File: src/rtl/lzss_shift_ctrl_pkg.sv
// lzss_shift_ctrl_pkg: shared defaults and state encoding for the LZSS shift buffer and its sequencer
package lzss_shift_ctrl_pkg;
  localparam int LZSS_WIDTH = 8;
  localparam int LZSS_DEPTH = 64;
  localparam int LZSS_LEN_WIDTH = 7;
  typedef enum logic [2:0] {
    LZSS_ST_IDLE  = 3'd0,
    LZSS_ST_FILL  = 3'd1,
    LZSS_ST_WIN   = 3'd2,
    LZSS_ST_ADV   = 3'd3,
    LZSS_ST_DRAIN = 3'd4
  } lzss_state_t;
endpackage

File: src/rtl/lzss_shift_ctrl.sv
// lzss_shift_ctrl: sequencer for the LZSS look-ahead shift buffer
// Ports: clk/rst_x (async active-low) and i_abort; byte stream i_s_valid/i_s_data/i_s_last/o_s_ready;
// buffer controls o_buf_shift/o_buf_clear/o_buf_d; window status o_win_valid/o_win_cnt;
// advance command i_adv_valid/i_adv_len/o_adv_ready; o_done drain-complete pulse.
// Build option LZSS_SHIFT_CTRL_STAT_EN adds o_stall_cnt, a saturating count of starved advance cycles.
module lzss_shift_ctrl
  import lzss_shift_ctrl_pkg::*;
#(
  parameter int pWidth = LZSS_WIDTH,
  parameter int pDepth = LZSS_DEPTH,
  parameter int pLenWidth = LZSS_LEN_WIDTH
) (
  input  logic                 clk,
  input  logic                 rst_x,
  input  logic                 i_abort,
  input  logic                 i_s_valid,
  input  logic [pWidth-1:0]    i_s_data,
  input  logic                 i_s_last,
  output logic                 o_s_ready,
  output logic                 o_buf_shift,
  output logic                 o_buf_clear,
  output logic [pWidth-1:0]    o_buf_d,
  output logic                 o_win_valid,
  output logic [pLenWidth-1:0] o_win_cnt,
  input  logic                 i_adv_valid,
  input  logic [pLenWidth-1:0] i_adv_len,
  output logic                 o_adv_ready,
  output logic                 o_done
`ifdef LZSS_SHIFT_CTRL_STAT_EN
  ,
  output logic [15:0]          o_stall_cnt
`endif
);
  localparam logic [pLenWidth-1:0] WIN_MAX = pLenWidth'(pDepth - 1);
  lzss_state_t state, state_n;
  logic [pLenWidth-1:0] cnt, cnt_n, rem, rem_n, req;
  logic eos, eos_n, fill, accept;
  always_ff @(posedge clk or negedge rst_x)
    if (!rst_x) begin
      state <= LZSS_ST_IDLE;
      cnt <= '0;
      rem <= '0;
      eos <= 1'b0;
    end else begin
      state <= state_n;
      cnt <= cnt_n;
      rem <= rem_n;
      eos <= eos_n;
    end
  always_comb begin
    fill = state == LZSS_ST_IDLE || state == LZSS_ST_FILL;
    // after end-of-stream the advance zero-fills every cycle instead of waiting for input
    o_s_ready = !i_abort && (fill || (state == LZSS_ST_ADV && !eos));
    o_buf_shift = !i_abort && (fill ? i_s_valid : state == LZSS_ST_ADV && (eos || i_s_valid));
    accept = i_s_valid && o_s_ready;
    o_buf_d = accept ? i_s_data : '0;
    o_buf_clear = i_abort || state == LZSS_ST_DRAIN;
    o_done = !i_abort && state == LZSS_ST_DRAIN;
    o_win_valid = state == LZSS_ST_WIN;
    o_adv_ready = !i_abort && o_win_valid;
    o_win_cnt = cnt;
    // zero length means one shift; never advance past the valid entries
    req = (i_adv_len == '0) ? pLenWidth'(1) : i_adv_len;
    state_n = state;
    cnt_n = cnt;
    rem_n = rem;
    eos_n = eos;
    if (i_abort) begin
      state_n = LZSS_ST_IDLE;
      cnt_n = '0;
      rem_n = '0;
      eos_n = 1'b0;
    end else
      case (state)
        LZSS_ST_IDLE, LZSS_ST_FILL:
          if (accept) begin
            cnt_n = cnt + 1'b1;
            eos_n = i_s_last;
            state_n = (i_s_last || cnt_n == WIN_MAX) ? LZSS_ST_WIN : LZSS_ST_FILL;
          end
        LZSS_ST_WIN:
          if (i_adv_valid) begin
            rem_n = (req > cnt) ? cnt : req;
            state_n = LZSS_ST_ADV;
          end
        LZSS_ST_ADV:
          if (o_buf_shift) begin
            rem_n = rem - 1'b1;
            cnt_n = eos ? cnt - 1'b1 : cnt;
            eos_n = eos || (accept && i_s_last);
            if (rem == pLenWidth'(1)) state_n = (cnt_n == '0) ? LZSS_ST_DRAIN : LZSS_ST_WIN;
          end
        LZSS_ST_DRAIN: begin
          state_n = LZSS_ST_IDLE;
          cnt_n = '0;
          rem_n = '0;
          eos_n = 1'b0;
        end
        default: state_n = LZSS_ST_IDLE;
      endcase
  end
`ifdef LZSS_SHIFT_CTRL_STAT_EN
  always_ff @(posedge clk or negedge rst_x)
    if (!rst_x) o_stall_cnt <= '0;
    else if (i_abort || state == LZSS_ST_DRAIN) o_stall_cnt <= '0;
    else if (state == LZSS_ST_ADV && !eos && !i_s_valid && o_stall_cnt != 16'hFFFF)
      o_stall_cnt <= o_stall_cnt + 16'd1;
`endif
endmodule

File: config.mk
export PLATFORM = sky130hd
export DESIGN_NAME = lzss_shift_ctrl
export DESIGN_NICKNAME = d
export VERILOG_FILES = /design/src/rtl/lzss_shift_ctrl_pkg.sv /design/src/rtl/lzss_shift_ctrl.sv
export SDC_FILE = /design/constraint.sdc
export NUM_CORES = 1
export LEC_CHECK = 0
export CORE_UTILIZATION = 40
export CTS_CLUSTER_SIZE = 12
export DETAILED_ROUTE_END_ITERATION = 10
export PLACE_DENSITY = 0.66
export REMOVE_ABC_BUFFERS = 1
export SLEW_MARGIN = 20
export SYNTH_ARGS = -nofsm -noshare
export SYNTH_HDL_FRONTEND = slang
export SYNTH_SLANG_ARGS = --single-unit
File: constraint.sdc
create_clock -name clk -period 4.91 [get_ports clk]
set_input_delay 0.491 -clock clk [delete_from_list [all_inputs] [get_ports clk]]
set_output_delay 0.491 -clock clk [all_outputs]
set_load 0.1 [all_outputs]
* After elaboration in Yosys (flattened, before gate mapping)
Cells that the tools add are included.
** Storage, ports and cells
- Bits in registers :: 18
- Bits in latches :: 0
- Bits in writable memories :: 0
- ROM bits :: 0
- Input port bits :: 21
- Output and inout port bits :: 21
- Memories :: 0
** Cells by class
- Add/sub/neg operators :: 3
- Multipliers :: 0
- Divide/modulo/power cells :: 0
- Magnitude comparators :: 1
- Equal/unequal tests :: 10
- Shift-type cells :: 0
- Multiplexer cells :: 25
- Bitwise gates (word level) :: 0
- Reduce and logical (&&, ||, !) cells :: 25
** Operators with widths (count)
- $mux 7 :: 9
- $pmux 7 s3 :: 2
- $mux 3 :: 6
- $logic_not 7->1 :: 2
- $sub 7x1->7 const B :: 2
- $pmux 3 s3 :: 1
- $logic_and 1x1->1 :: 8
- $mux 8 :: 1
- $reduce_bool 4->1 :: 2
- $add 7x1->7 const B :: 1
- $eq 7x1->1 const B :: 1
- $eq 7x6->1 const B :: 1
- $gt 7x7->1 :: 1
- $eq 3x2->1 const B :: 2
- $logic_or 1x1->1 :: 6
- $ne 3x2->1 const B :: 2
- $ne 3x3->1 const B :: 2
- $reduce_and 3->1 :: 2
- $mux 1 :: 4
- $reduce_and 4->1 :: 1
- $eq 3x1->1 const B :: 1
- $eq 3x3->1 const B :: 1
- $logic_not 3->1 :: 1
- $pmux 1 s3 :: 1
- other kinds (3) :: 4

* Depth between registers and ports, before layout
- Depth in word-level cells :: 10
- Gate-level depth with buffers :: 9
- Gate-level depth less buffers :: 8

* Worst setup path after synthesis
No wires, ideal clock.
- Kind :: register to output
- Start point :: reg state[2]
- End point :: out o_buf_shift
- Arrival :: 3.158 ns
- Data required time :: 4.419 ns
- Slack :: 1.261 ns
- Stages on the path, launching flop included :: 5
- Cells stage by stage :: dfrtp_1 > buf_2 > or2_1 > clkbuf_1 > a211oi_1
** On the way
- Word-level cells in the longest chain between the ends :: 4
** Ends and longest elaborated chain
- start, declared :: RTL line lzss_shift_ctrl.sv:35 : lzss_state_t state, state_n;
- start signal, assigned :: RTL line lzss_shift_ctrl.sv:45 : state <= state_n;
- $eq 3x2->1, or another cell as far along :: RTL line lzss_shift_ctrl.sv:54 : o_buf_shift = !i_abort && (fill ? i_s_valid : state == LZSS_ST_ADV && (eos || i_s_valid));
- $logic_and 1x1->1 / $logic_or 1x1->1 (equally long branches) :: RTL line lzss_shift_ctrl.sv:54, lzss_shift_ctrl.sv:51
- $mux 1 (*) :: RTL line lzss_shift_ctrl.sv:54
- $logic_and 1x1->1 (*) :: RTL line lzss_shift_ctrl.sv:54
- end, declared :: RTL line lzss_shift_ctrl.sv:20 : output logic o_buf_shift,
Every way passes the cells marked *; elsewhere a longest branch is shown, timed or not.

* Worst setup path in the final report
- Start point :: in i_abort
- End point :: out o_buf_d[7]
** On the way
- Word-level cells in the longest chain between the ends :: 4
** Ends and longest elaborated chain
- start, declared :: RTL line lzss_shift_ctrl.sv:15 : input logic i_abort,
- $logic_not 1->1 :: RTL line lzss_shift_ctrl.sv:53 : o_s_ready = !i_abort && (fill || (state == LZSS_ST_ADV && !eos));
- $logic_and 1x1->1 :: RTL line lzss_shift_ctrl.sv:53
- $logic_and 1x1->1 :: RTL line lzss_shift_ctrl.sv:55 : accept = i_s_valid && o_s_ready;
- $mux 8 :: RTL line lzss_shift_ctrl.sv:56 : o_buf_d = accept ? i_s_data : '0;
- end, declared :: RTL line lzss_shift_ctrl.sv:22 : output logic [pWidth-1:0] o_buf_d,
No other way between the ends.

==> reports/summary.md <==
## Logic synthesis
* Post-synth top flop: dfrtp_1
* Distinct cells, synth: 62
* complex-gate fraction of the synthesized area: 0.284
* post-synthesis instance area: 1900 sq um
* number of warnings issued by yosys: 0
* Synth Area in XOR/XNOR: 0.0184
* mean cell area of the mapped netlist: 7.89 sq um
* Post-synth EDFFs: 0
* simple-gate area share of the yosys netlist: 0.314
* combinational family with the most area after synthesis: simple AND/OR/NAND/NOR gates
* mux contribution to synthesized area: 0.0105
* portion of the post-synthesis area used by sequential elements: 0.237
* post-synthesis adder-cell area fraction: 0.0789
* async set or reset register ratio after synthesis: 1.00
* number of storage elements in the synthesis netlist: 18
* post-synthesis instance total: 241

## Clock network
* CTS buffer count: 3
* CTS clk-pin slew, worst paths: 70 ps
* number of setup buffers added after CTS: 0
* insertion delay to the later sink of the worst-skew pair: 260 ps
* clock tree sinks: 18
* TritonCTS clock tree: done
* hold buffers post-CTS: 0
* post-cts gate resize count: 0
* buffer cell driving the clock tree root: clkbuf_8
* clock buffer depth: 2
* count of H-tree levels built during CTS: 1

## Layout
* diodes inserted: 0
* layout-stage area growth over the synthesis result: 25.9%
* net count reported at finish: 305
* core utilization of the finished layout: 0.535
* fraction of layout instances using a drive strength above 1: 0.0775

## Critical path
* CP Class: in2out
* reg-to-reg setup timing slack: 2280 ps
* kind of start point of the critical path: primary input
* Crit. End Element: output port
* critical-path maximum fanout: 16
* Reg-to-Reg End: rem[0]
* launching point of the worst reg2reg path: o_win_cnt[2]
* Required @ worst endpoint: 4420 ps
* cell depth of the worst flop-to-flop path: 7
* worst path arrival time: 3010 ps

## Floorplan
* die area: 5030 sq um
* Chip Height: 71.0 um
* placement row count: 24
* # IOs: 42
* die width: 71.0 um
* Initial Utilization: 0.425
* core area: 4470 sq um

## Run status
* run status: complete, but fails checks
* failing checks: design-rule violations

## Job
* number of maximum-capacitance violations: 0

## Global route
* All-Layer GR Usage: 0.226
* vias in the first global route: 1773
* total grt overflow: 0
* first-pass GRT wire length: 8920 um
* number of antenna violations at the first check in global routing: 0
* pin count of the biggest net entering global routing: 19

## STA
* final total negative setup slack: 0 ps
* relative max-transition margin: 0.348
* Hold Fails Final Rpt: 0
* RSZ-0062 raised after global routing: no
* achievable clock frequency: 285 MHz
* Slew @ Worst Pin: 974 ps
* largest clock skew in the final design: 1.06 ps
* Slew Viols, Final: 0
* Final Cycle Share: 0.713
* minimum clock period: 3500 ps
* Setup violations, final: 0

## Route
* total via count after detailed routing: 1971
* WL/cell: 16.8 um
* final routed wirelength across all metal layers: 5410 um
* violation count after the first detailed-routing iteration: 217
* first-pass iteration count of the detailed router: 8
* Vias/cell: 6.10
* post-detailed-route count of antenna-violating nets: 0
* DRC violation count after routing: 5

## Power
* Peak VDD IR: 202 uV
* part of the total power dissipated in sequential elements: 0.266
* switching portion of total power: 0.525
* Pwr per Cell Area: 404 nW/um^2
* cell internal power dissipation: 0.000460 W
* static leakage: 0.918 nW
* Net Sw Power: 0.000508 W
* proportion of power drawn by the clock network: 0.132
* Comb pwr share: 0.602

## Hold path
* Endpoint, Worst Hold: rem[6]
* min-delay worst type: reg2reg
* Hold Path Cell Cnt: 1
* worst hold start: rem[6]

## Place
* IO buf count: 41
* half-perimeter wire length after placement: 3990 um
* global placer's final weighted congestion: 0.884

==> cells in the final DEF, fill, tap and decap left out, types with 3 or more instances in the layout <==
cell type | netlist | final
clkdlybuf4s50_1 | 0 | 41
nor2_1 | 29 | 29
dfrtp_1 | 18 | 18
a21oi_1 | 16 | 16
o21ai_0 | 14 | 14
ha_1 | 12 | 12
inv_1 | 10 | 10
nand2_1 | 10 | 10
nor4_1 | 9 | 9
and3_1 | 8 | 8
nor3_1 | 9 | 8
nand2b_1 | 6 | 6
nand3_1 | 5 | 5
a211oi_1 | 4 | 4
o21ai_1 | 4 | 4
nor3b_1 | 4 | 4
o22ai_1 | 4 | 4
clkbuf_8 | 0 | 4
o31ai_1 | 3 | 3
nand3b_1 | 3 | 3
or3_1 | 3 | 3
o41ai_1 | 3 | 3
xnor2_1 | 3 | 3
==> logic make-up (layout without fill, tap and decap cells) <==
family          after synthesis  after routing
compound gates               74             74
xor+xnor                      4              4
fa+ha+maj                    12             12
buf+inv                      27             57
flops                        18             18
mux                           2              2
simple gates                104            104
==> Yosys cell counts, drive strengths merged (2+ instances only) <==
| cell type | instances | area [sq um] |
|---|---|---|
| a211oi | 4 | 30.0 |
| a21oi | 17 | 88.8 |
| a221oi | 2 | 17.5 |
| and2 | 2 | 12.5 |
| and3 | 8 | 50.1 |
| and4bb | 2 | 25.0 |
| buf | 6 | 30.0 |
| clkbuf | 11 | 41.3 |
| dfrtp | 18 | 450 |
| ha | 12 | 150 |
| inv | 10 | 37.5 |
| mux2i | 2 | 20.0 |
| nand2 | 11 | 43.8 |
| nand2b | 6 | 37.5 |
| nand3 | 5 | 25.0 |
| nand3b | 4 | 33.8 |
| nand4 | 2 | 12.5 |
| nor2 | 30 | 115 |
| nor3 | 10 | 55.1 |
| nor3b | 4 | 30.0 |
| nor4 | 9 | 56.3 |
| o21a | 2 | 15.0 |
| o21ai | 18 | 90.1 |
| o22ai | 4 | 25.0 |
| o311a | 2 | 20.0 |
| o31ai | 3 | 22.5 |
| o41ai | 5 | 58.8 |
| or3 | 3 | 18.8 |
| or4 | 2 | 15.0 |
| xnor2 | 3 | 26.3 |
==> per-stage QoR <==
stage	hold slack, ps	instances	instance area [sq um]	setup slack, ps	total power [W]
finish	503	323	2390	1410	0.000968
global placement	486	319	2320	1440	0.000833
floorplan	195	224	1830	1370	0.000682
global route	547	323	2390	1250	0.00104
detailed placement	487	319	2330	1400	0.000835
CTS	505	323	2380	1400	0.000966
==> critical path: stages <==
cell and delay [ps]:
clkdlybuf4s50_1 400, buf_4 180, or2_1 310, a21oi_2 300
and3_1 200, clkdlybuf4s50_1 1120
==> registers in the layout, summed over array words and instances, names as in the netlist <==
name and flops:
rem 7, state 3, eos 1, o_win_cnt 7
==> worst max path at each step <==
stage | start | endpoint | depth (start not counted)
6_report | i_abort | o_buf_d[7] | 6
5_1_grt | i_abort | o_buf_d[2] | 6
4_1_cts | i_abort | o_buf_d[2] | 6
3_5_place_dp | i_abort | o_buf_d[2] | 6
3_3_place_gp | i_abort | o_buf_d[1] | 6
2_1_floorplan | i_abort | o_buf_shift | 2
==> routing by layer <==
metal,wire length (um),GRT usage
met4,30,0.0578
met3,334,0.0356
met5,0,0
met2,2380,0.344
met1,2670,0.333
==> power by group through the flow <==
| stage | clock [W] | sequential [W] | combinational [W] |
|---|---|---|---|
| after floorplan | 0 | 0.000322 | 0.000360 |
| after global placement | 0 | 0.000259 | 0.000574 |
| after detailed placement | 0 | 0.000260 | 0.000575 |
| after CTS | 0.000131 | 0.000257 | 0.000578 |
| after global routing | 0.000136 | 0.000269 | 0.000631 |
| final | 0.000128 | 0.000257 | 0.000583 |
==> area by class of cell <==
class / instances / area [sq um]
clock buffer: 4 / 55.1
fill: 432 / 2080
inverter: 10 / 37.5
multi-input combinational: 196 / 1360
sequential: 18 / 450
tap: 52 / 65.1
timing repair buffer: 43 / 425
Note: power is estimated with default switching activity, not from simulation.
